## src/rtl/hazard_unit.sv

```systemverilog
// Hazard/forwarding controller: DEPTH-stage destination scoreboard, per-source
// youngest-writer forward select, load-use stall, redirect flush FSM, perf counters.

module hazard_src #(
  parameter int DEPTH    = 3,
  parameter int REG_AW   = 5,
  parameter int LOAD_LAT = 1,
  parameter int FSEL_W   = 2
) (
  input  logic [REG_AW-1:0]            rs,
  input  logic                         used,
  input  logic [DEPTH:1]               sb_v,
  input  logic [DEPTH:1][REG_AW-1:0]   sb_rd,
  input  logic [DEPTH:1]               sb_we,
  input  logic [DEPTH:1]               sb_ld,
  output logic [FSEL_W-1:0]            sel,
  output logic                         load_haz
);
  // Scan oldest to youngest so the youngest matching writer wins.
  always_comb begin
    sel      = '0;
    load_haz = 1'b0;
    for (int k = DEPTH; k >= 1; k--) begin
      if (sb_v[k] && sb_we[k] && (sb_rd[k] == rs) && (rs != '0) && used) begin
        sel      = FSEL_W'(k);
        load_haz = sb_ld[k] && (k <= LOAD_LAT);
      end
    end
  end
endmodule

module hazard_unit #(
  parameter int DEPTH       = 3,
  parameter int REG_AW      = 5,
  parameter int LOAD_LAT    = 1,
  parameter int KILL_CYCLES = 1,
  parameter int CNT_W       = 32
) (
  input  logic                          clk,
  input  logic                          reset,
  input  logic                          id_valid,
  input  logic [REG_AW-1:0]             id_rs1,
  input  logic [REG_AW-1:0]             id_rs2,
  input  logic                          id_rs1_used,
  input  logic                          id_rs2_used,
  input  logic [REG_AW-1:0]             id_rd,
  input  logic                          id_we,
  input  logic                          id_is_load,
  input  logic                          redirect,
  output logic [$clog2(DEPTH+1)-1:0]    fwd_sel_a,
  output logic [$clog2(DEPTH+1)-1:0]    fwd_sel_b,
  output logic                          stall,
  output logic                          flush,
  output logic [CNT_W-1:0]              stall_cnt,
  output logic [CNT_W-1:0]              flush_cnt
);
  localparam int FSEL_W = $clog2(DEPTH+1);
  localparam logic [3:0] KRELOAD = 4'(KILL_CYCLES-1);

  typedef enum logic {RUN, KILL} state_t;

  logic [DEPTH:1]             sb_v, sb_we, sb_ld;
  logic [DEPTH:1][REG_AW-1:0] sb_rd;
  logic [1:0][REG_AW-1:0]     rs;
  logic [1:0]                 used, haz;
  logic [1:0][FSEL_W-1:0]     sel;
  state_t                     state, state_nx;
  logic [3:0]                 kill_cnt, kill_cnt_nx;

  assign rs   = {id_rs2, id_rs1};
  assign used = {id_rs2_used, id_rs1_used};

  genvar g;
  generate
    for (g = 0; g < 2; g++) begin : g_src
      hazard_src #(.DEPTH(DEPTH), .REG_AW(REG_AW), .LOAD_LAT(LOAD_LAT), .FSEL_W(FSEL_W)) u_src (
        .rs(rs[g]), .used(used[g]),
        .sb_v(sb_v), .sb_rd(sb_rd), .sb_we(sb_we), .sb_ld(sb_ld),
        .sel(sel[g]), .load_haz(haz[g])
      );
    end
  endgenerate

  assign fwd_sel_a = sel[0];
  assign fwd_sel_b = sel[1];
  assign stall     = id_valid && !redirect && (|haz);

  always_ff @(posedge clk or negedge reset) begin
    if (!reset) begin
      sb_v  <= '0;
      sb_we <= '0;
      sb_ld <= '0;
      sb_rd <= '0;
    end else begin
      for (int k = DEPTH; k >= 2; k--) begin
        sb_v[k]  <= sb_v[k-1];
        sb_we[k] <= sb_we[k-1];
        sb_ld[k] <= sb_ld[k-1];
        sb_rd[k] <= sb_rd[k-1];
      end
      sb_v[1]  <= id_valid && !stall && !flush;
      sb_we[1] <= id_we;
      sb_ld[1] <= id_is_load;
      sb_rd[1] <= id_rd;
    end
  end

  always_ff @(posedge clk or negedge reset) begin
    if (!reset) begin
      state    <= RUN;
      kill_cnt <= '0;
    end else begin
      state    <= state_nx;
      kill_cnt <= kill_cnt_nx;
    end
  end

  always_comb begin
    state_nx    = state;
    kill_cnt_nx = kill_cnt;
    if (redirect) begin
      kill_cnt_nx = KRELOAD;
      state_nx    = (KRELOAD != '0) ? KILL : RUN;
    end else if (state == KILL) begin
      kill_cnt_nx = (kill_cnt == '0) ? '0 : kill_cnt - 4'd1;
      state_nx    = (kill_cnt <= 4'd1) ? RUN : KILL;
    end
  end

  always_comb begin
    flush = redirect || (state == KILL);
  end

  always_ff @(posedge clk or negedge reset) begin
    if (!reset) begin
      stall_cnt <= '0;
      flush_cnt <= '0;
    end else begin
      if (stall && (stall_cnt != '1))    stall_cnt <= stall_cnt + 1'b1;
      if (redirect && (flush_cnt != '1)) flush_cnt <= flush_cnt + 1'b1;
    end
  end
endmodule
```

## config.mk

```make
export PLATFORM = sky130hd
export DESIGN_NAME = hazard_unit
export DESIGN_NICKNAME = d
export VERILOG_FILES = /design/src/rtl/hazard_unit.sv
export SDC_FILE = /design/constraint.sdc
export NUM_CORES = 1
export LEC_CHECK = 0
export ABC_AREA = 1
export CAP_MARGIN = 0
export CORE_AREA = 2 2 100 102
export CTS_BUF_LIST = sky130_fd_sc_hd__clkbuf_8
export CTS_CLUSTER_SIZE = 24
export DETAILED_ROUTE_END_ITERATION = 6
export DIE_AREA = 0 0 102 104
export GPL_TIMING_DRIVEN = 0
export PLACE_DENSITY = 0.81
export SLEW_MARGIN = 20
export SYNTH_ARGS = -nofsm -noshare
export SYNTH_HDL_FRONTEND = slang
export SYNTH_SLANG_ARGS = --single-unit
```

## constraint.sdc

```tcl
create_clock -name clk -period 3.1 [get_ports clk]
set_input_delay 0.62 -clock clk [delete_from_list [all_inputs] [get_ports clk]]
set_output_delay 0.62 -clock clk [all_outputs]
set_load 0.02 [all_outputs]
```

---- After elaboration in Yosys (flattened, before gate mapping) ----
Cells that the tools add are included.
cells by class
  add/subtract/negate cells ............... 3
  $lt $le $gt $ge ......................... 1
  eq/ne operators ......................... 8
  multiplexer cells ....................... 14
  reductions and logical operators ........ 36
operator list
  operator                                                        count
  adder 32 x 1 -> 32 bit, second input constant                   2
  != test 32 bit, second input constant                           2
  == test 5 bit                                                   6
  logical AND 1 bit                                               27
  2-to-1 mux 2 bit                                                6
  2-to-1 mux 4 bit                                                3
  nonzero test 5 bit                                              2
  2-to-1 mux 1 bit                                                5
  less-or-equal comparator 4 x 1 -> 1 bit, second input constant  1
  logical NOT 4 bit                                               1
  subtractor 4 x 1 -> 4 bit, second input constant                1
  logical NOT 1 bit                                               3
  nonzero test 2 bit                                              1
  OR reduction 2 bit                                              1
  logical OR 1 bit                                                1
storage, ports and cells
  register bits after elaboration ......... 91
  input bits .............................. 23
  logic and storage cells ................. 72

---- Depth between registers and ports, before layout ----
  depth in word-level cells ............... 10
  gate-level depth with buffers ........... 14

---- By module ----
Synthesis repeated with hierarchy kept, for this count alone.
second synthesis, totals
  cell total of the unflattened synthesis .. 855
  area total of the unflattened synthesis .. 5,769.3 um2
modules (own cells, without submodules)
  module       instances  cells an instance  area an instance (um2)  sequential area each (um2)
  hazard_unit  1          721                5,141.2                 2,327.2
  hazard_src   2          67                 314.1                   0.0

---- Worst setup path before layout ----
OpenSTA, ideal clock, no wires.
  path kind ............................... input to output
  start point ............................. in id_rs2[3]
  end point ............................... out fwd_sel_b[1]
  arrival ................................. 1.704 ns
  slack ................................... 0.776 ns
  stages on the path ...................... 5
  path buffers ............................ 0
  cell sequence ........................... inv_1 -> o21ai_0 -> nor4_1 -> nand2_1 -> a21boi_0
between the ends
  longest elaborated chain between the ends .. 7
  elaborated cells on any way between the ends .. 16
  those cells by class .................... 3 x eq/ne; 3 x mux; 10 x reduce/logical
ends and longest elaborated chain
  element                         RTL line  source
  start: declaration              43        input logic [REG_AW-1:0] id_rs2,
  == test 5 bit                   24        if (sb_v[k] && sb_we[k] && (sb_rd[k] == rs) && (rs != '0) && used) begin
  logical AND 1 bit (3 in a row)  24
  2-to-1 mux 2 bit (2 in a row)   24
  2-to-1 mux 2 bit (*)            24
  end: declaration                51        output logic [$clog2(DEPTH+1)-1:0] fwd_sel_b,
Every way passes the cells marked *; elsewhere a longest branch is shown, timed or not.

---- Worst setup path in the final report ----
  start point ............................. in id_rs2[2]
  end point ............................... out stall
between the ends
  longest elaborated chain between the ends .. 7
  elaborated cells on any way between the ends .. 8
  those cells by class .................... 1 x eq/ne; 1 x mux; 6 x reduce/logical
ends and longest elaborated chain
  element                             RTL line  source
  == test 5 bit                       24
  logical AND 1 bit                   24
  logical AND 1 bit (*) (2 in a row)  24
  2-to-1 mux 1 bit (*)                24
  OR reduction 2 bit (*)              86        assign stall = id_valid && !redirect && (|haz);
  logical AND 1 bit (*)               86
  end: declaration                    52        output logic stall,
Marked as above.

==> reports/qor.yml <==
sta:
  fmax_mhz: 323
  timing.final.crit_share_pct: 99.9
  setup_viol: 0
  worstMarginPinSlew_ps: 514
  rsz0062_at_grt: "true"
  slew_viol_final: 0
  whs_ps: 174
  period_needed_ps: 3100
  hold_viol: 0
  fin_skew_ps: 13.0
  slew_headroom_pct: 65.7
critical_path:
  cp.arrival_ps: 2480
  end_kind: "output pin"
  r2r_slack_ps: 1040
  startpoint_type: "primary input"
  slowest_delay_ps: 570
  worstSetupPathType: "in2out"
  slowest_stage: "clkdlybuf4s50_1"
  worstPathRequired_ps: 2480
  path_cells: "clkdlybuf4s50_1, inv_1, nand2_1, nor2_1, nor2_1, nand2_1, nand2_4, nand2_4, buf_12, inv_2, clkdlybuf4s15_2"
  path_max_fanout: 10
cells_and_area:
  num_antenna_cells: 0
  area_growth_syn_to_layout_pct: 26.6
  design_area_mm2: 0.00646
  instances_no_fill: 895
  final_nets: 782
  drive_gt1_share_pct: 7.61
  finalCoreUtilization_pct: 67.6
synthesis:
  syn_area_per_cell_um2: 7.80
  synth_cell_type_count: 35
  syn_area_mm2: 0.00510
  synthCells: 654
  synth-seq-cells: 91
  synth.yosys.seq_area_share_pct: 44.6
  yosys_warnings: 0
  postSynthNetCount: 679
die:
  die_x_um: 102
  initial_core_util_pct: 53.4
  io-pin-count: 93
  die-area_mm2: 0.0106
  core_region_area_mm2: 0.00955
  num_rows: 36
  die_y_um: 104
global_routing:
  grt_usage_pct: 24.3
  grt_pass1_vias: 4696
  antenna_found_initial: 0
  grt.overflow.total: 0
  grt_first_pass_wirelength_mm: 21.0
  grt_start_max_net_pins: 49
status:
  status: "finished clean"
clock_network:
  clock_latency_ps: 360
  ctsHtreeMaxLevel: 3
  clockBufferDepth: 2
  tritoncts: "yes"
  cts.clk_slew.worst_paths_ps: 80
  cts_root_buf: "clkbuf_8"
  numCtsBuffers: 9
  cts.sinks: 91
pwr:
  leakagePower_nw: 3.18
  vdd_drop_max_mv: 0.220
  p_per_area_mw_per_mm2: 408
  finalPower_w: 0.00264
route:
  drc_errors: 0
  vias_per_cell: 5.09
  ant_nets: 0
  drt_iter0_drc: 211
  drt-total-wl_mm: 12.2
  vias: 4553
  first_pass_iters: 4
  detail_route.wl_per_cell_um: 13.6
min_path:
  hold_class: "in2async"
placement:
  port_buffers: 92
  gp_congestion: 0.919
  dp_hpwl_mm: 9.23
  dp.cells: 880
  placed_area_mm2: 0.00622
job:
  cap_violations: 0
[cells by family after synthesis]
| kind of cell | count (synthesis) | share of synthesized area [%] |
|---|---|---|
| AND/OR/NAND/NOR | 379 | 33.7 |
| buffers and inverters | 95 | 7.77 |
| flip-flops | 91 | 44.6 |
| XOR/XNOR | 64 | 11.0 |
| AO/OA/AOI/OAI | 23 | 2.43 |
| adder cells (fa/ha/maj) | 2 | 0.490 |
[power by group]
group | internal [W] | leakage (nW) | total, W | switching [W]
registers | 0.00125 | 1.17 | 0.00134 | 0.0000851
clock network | 0.000478 | 0.114 | 0.000905 | 0.000427
logic | 0.000181 | 1.89 | 0.000398 | 0.000217
total | 0.00191 | 3.18 | 0.00264 | 0.000729
[path summary, 6_finish.rpt]
kind                            depth (start not counted)                        end                     start
worst max-delay path                                   11                      stall                 id_rs2[2]
worst min-delay path                                    1  flush_cnt[10]$_DFFE_PN0P_                     reset
worst max register to register                         13   stall_cnt[7]$_DFFE_PN0P_  stall_cnt[0]$_DFFE_PN0P_
worst min register to register                          0         sb_we[2]$_DFF_PN0_        sb_we[1]$_DFF_PN0_
max in group asynchronous                               2  stall_cnt[11]$_DFFE_PN0P_                     reset
min in group clk                                        0         sb_we[2]$_DFF_PN0_        sb_we[1]$_DFF_PN0_
[cell usage after synthesis]
master    number  area (um2)
a21boi_0       1        7.51
a21o_1         1        7.51
a21oi_1        4        20.0
and3_1         1        6.26
buf_2          2        10.0
buf_6          2        22.5
buf_8          2        30.0
clkbuf_1       1        3.75
dfrtp_1       91        2280
ha_1           2        25.0
inv_1         85         319
inv_2          3        11.3
nand2_1      194         728
nand2_2        3        18.8
nand2_4        2        22.5
nand3_1       29         145
nand3_2        2        20.0
nand3b_1       7        52.6
nand4_1       17         106
nor2_1        73         274
nor2_2        12        75.1
nor2_4         7        78.8
nor2b_1        1        6.26
nor3_1        20         100
nor3_2         1        10.0
nor3_4         1        16.3
nor3b_1        2        15.0
nor4_1         5        31.3
o211ai_1       1        7.51
o21ai_0       15        75.1
o22ai_1        1        6.26
or2_1          1        6.26
or2_2          1        6.26
xnor2_1       18         158
xor2_1        46         403
[cells in the final DEF, fill, tap and decap left out, types with 2 or more instances in the layout]
master | netlist | routed
nand2_1 | 194 | 194
dfrtp_1 | 91 | 91
inv_1 | 85 | 86
clkdlybuf4s50_1 | 0 | 83
nor2_1 | 73 | 73
xor2_1 | 46 | 46
nand3_1 | 29 | 29
nor3_1 | 20 | 20
xnor2_1 | 18 | 18
nand4_1 | 17 | 17
o21ai_0 | 15 | 15
nor2_2 | 12 | 12
clkbuf_8 | 0 | 10
nor2_4 | 7 | 7
nand3b_1 | 7 | 7
dlygate4sd2_1 | 0 | 5
a21oi_1 | 4 | 4
nand2_2 | 3 | 3
inv_2 | 3 | 3
nor4_1 | 5 | 3
buf_6 | 2 | 3
nor4_2 | 0 | 2
nor3b_1 | 2 | 2
nand2_4 | 2 | 2
buf_2 | 2 | 2
nand3_2 | 2 | 2
ha_1 | 2 | 2
bufinv_16 | 0 | 2
dlymetal6s2s_1 | 0 | 2
[what timing repair did]
| action | CTS | global route |
|---|---|---|
| resized for setup | 9 | 4 |
| setup endpoints to repair | 5 | 3 |
| setup buffers | 0 | 0 |
| endpoints found under the hold margin | 0 | 0 |
| hold buffers | 0 | 0 |
| pin swaps | 0 | 1 |
[worst max-delay path: cells and delay by family]
family | cells | cell delay (ps)
buf+inv | 5 | 1170
simple gates | 6 | 680
[layer usage]
layer	vias up	part of all wire, %	track usage (%)
li1	2227	-	-
met1	2198	44	31.9
met2	115	51	40.9
met3	13	4.7	3.76
met4	0	1.2	8.19
met5	-	0	0
[layout make-up]
| class | instances | area (um2) |
|---|---|---|
| Clock inverter | 6 | 88.8 |
| Clock buffer | 10 | 138 |
| Timing Repair Buffer | 93 | 950 |
| Inverter | 88 | 330 |
| Multi-Input combinational cell | 468 | 2440 |
| Fill cell | 806 | 3090 |
| Sequential cell | 91 | 2280 |
| Buffer | 6 | 67.6 |
| Tap cell | 133 | 166 |
[registers in the layout, indices dropped and copies added (netlist names)]
signal / flops
flush_cnt: 32
stall_cnt: 32
sb_rd: 15
kill_cnt: 4
sb_v: 3
sb_we: 3
sb_ld: 1
state: 1
[through the flow]
stage	worst slack (ps)	setup TNS (ps)
global placement	-1920	-175150
CTS	9.97	0
global route	-119	-119
floorplan	776	0
finish	3.39	0
detailed placement	-379	-794
No activity file was read; power rests on OpenSTA's default activity.
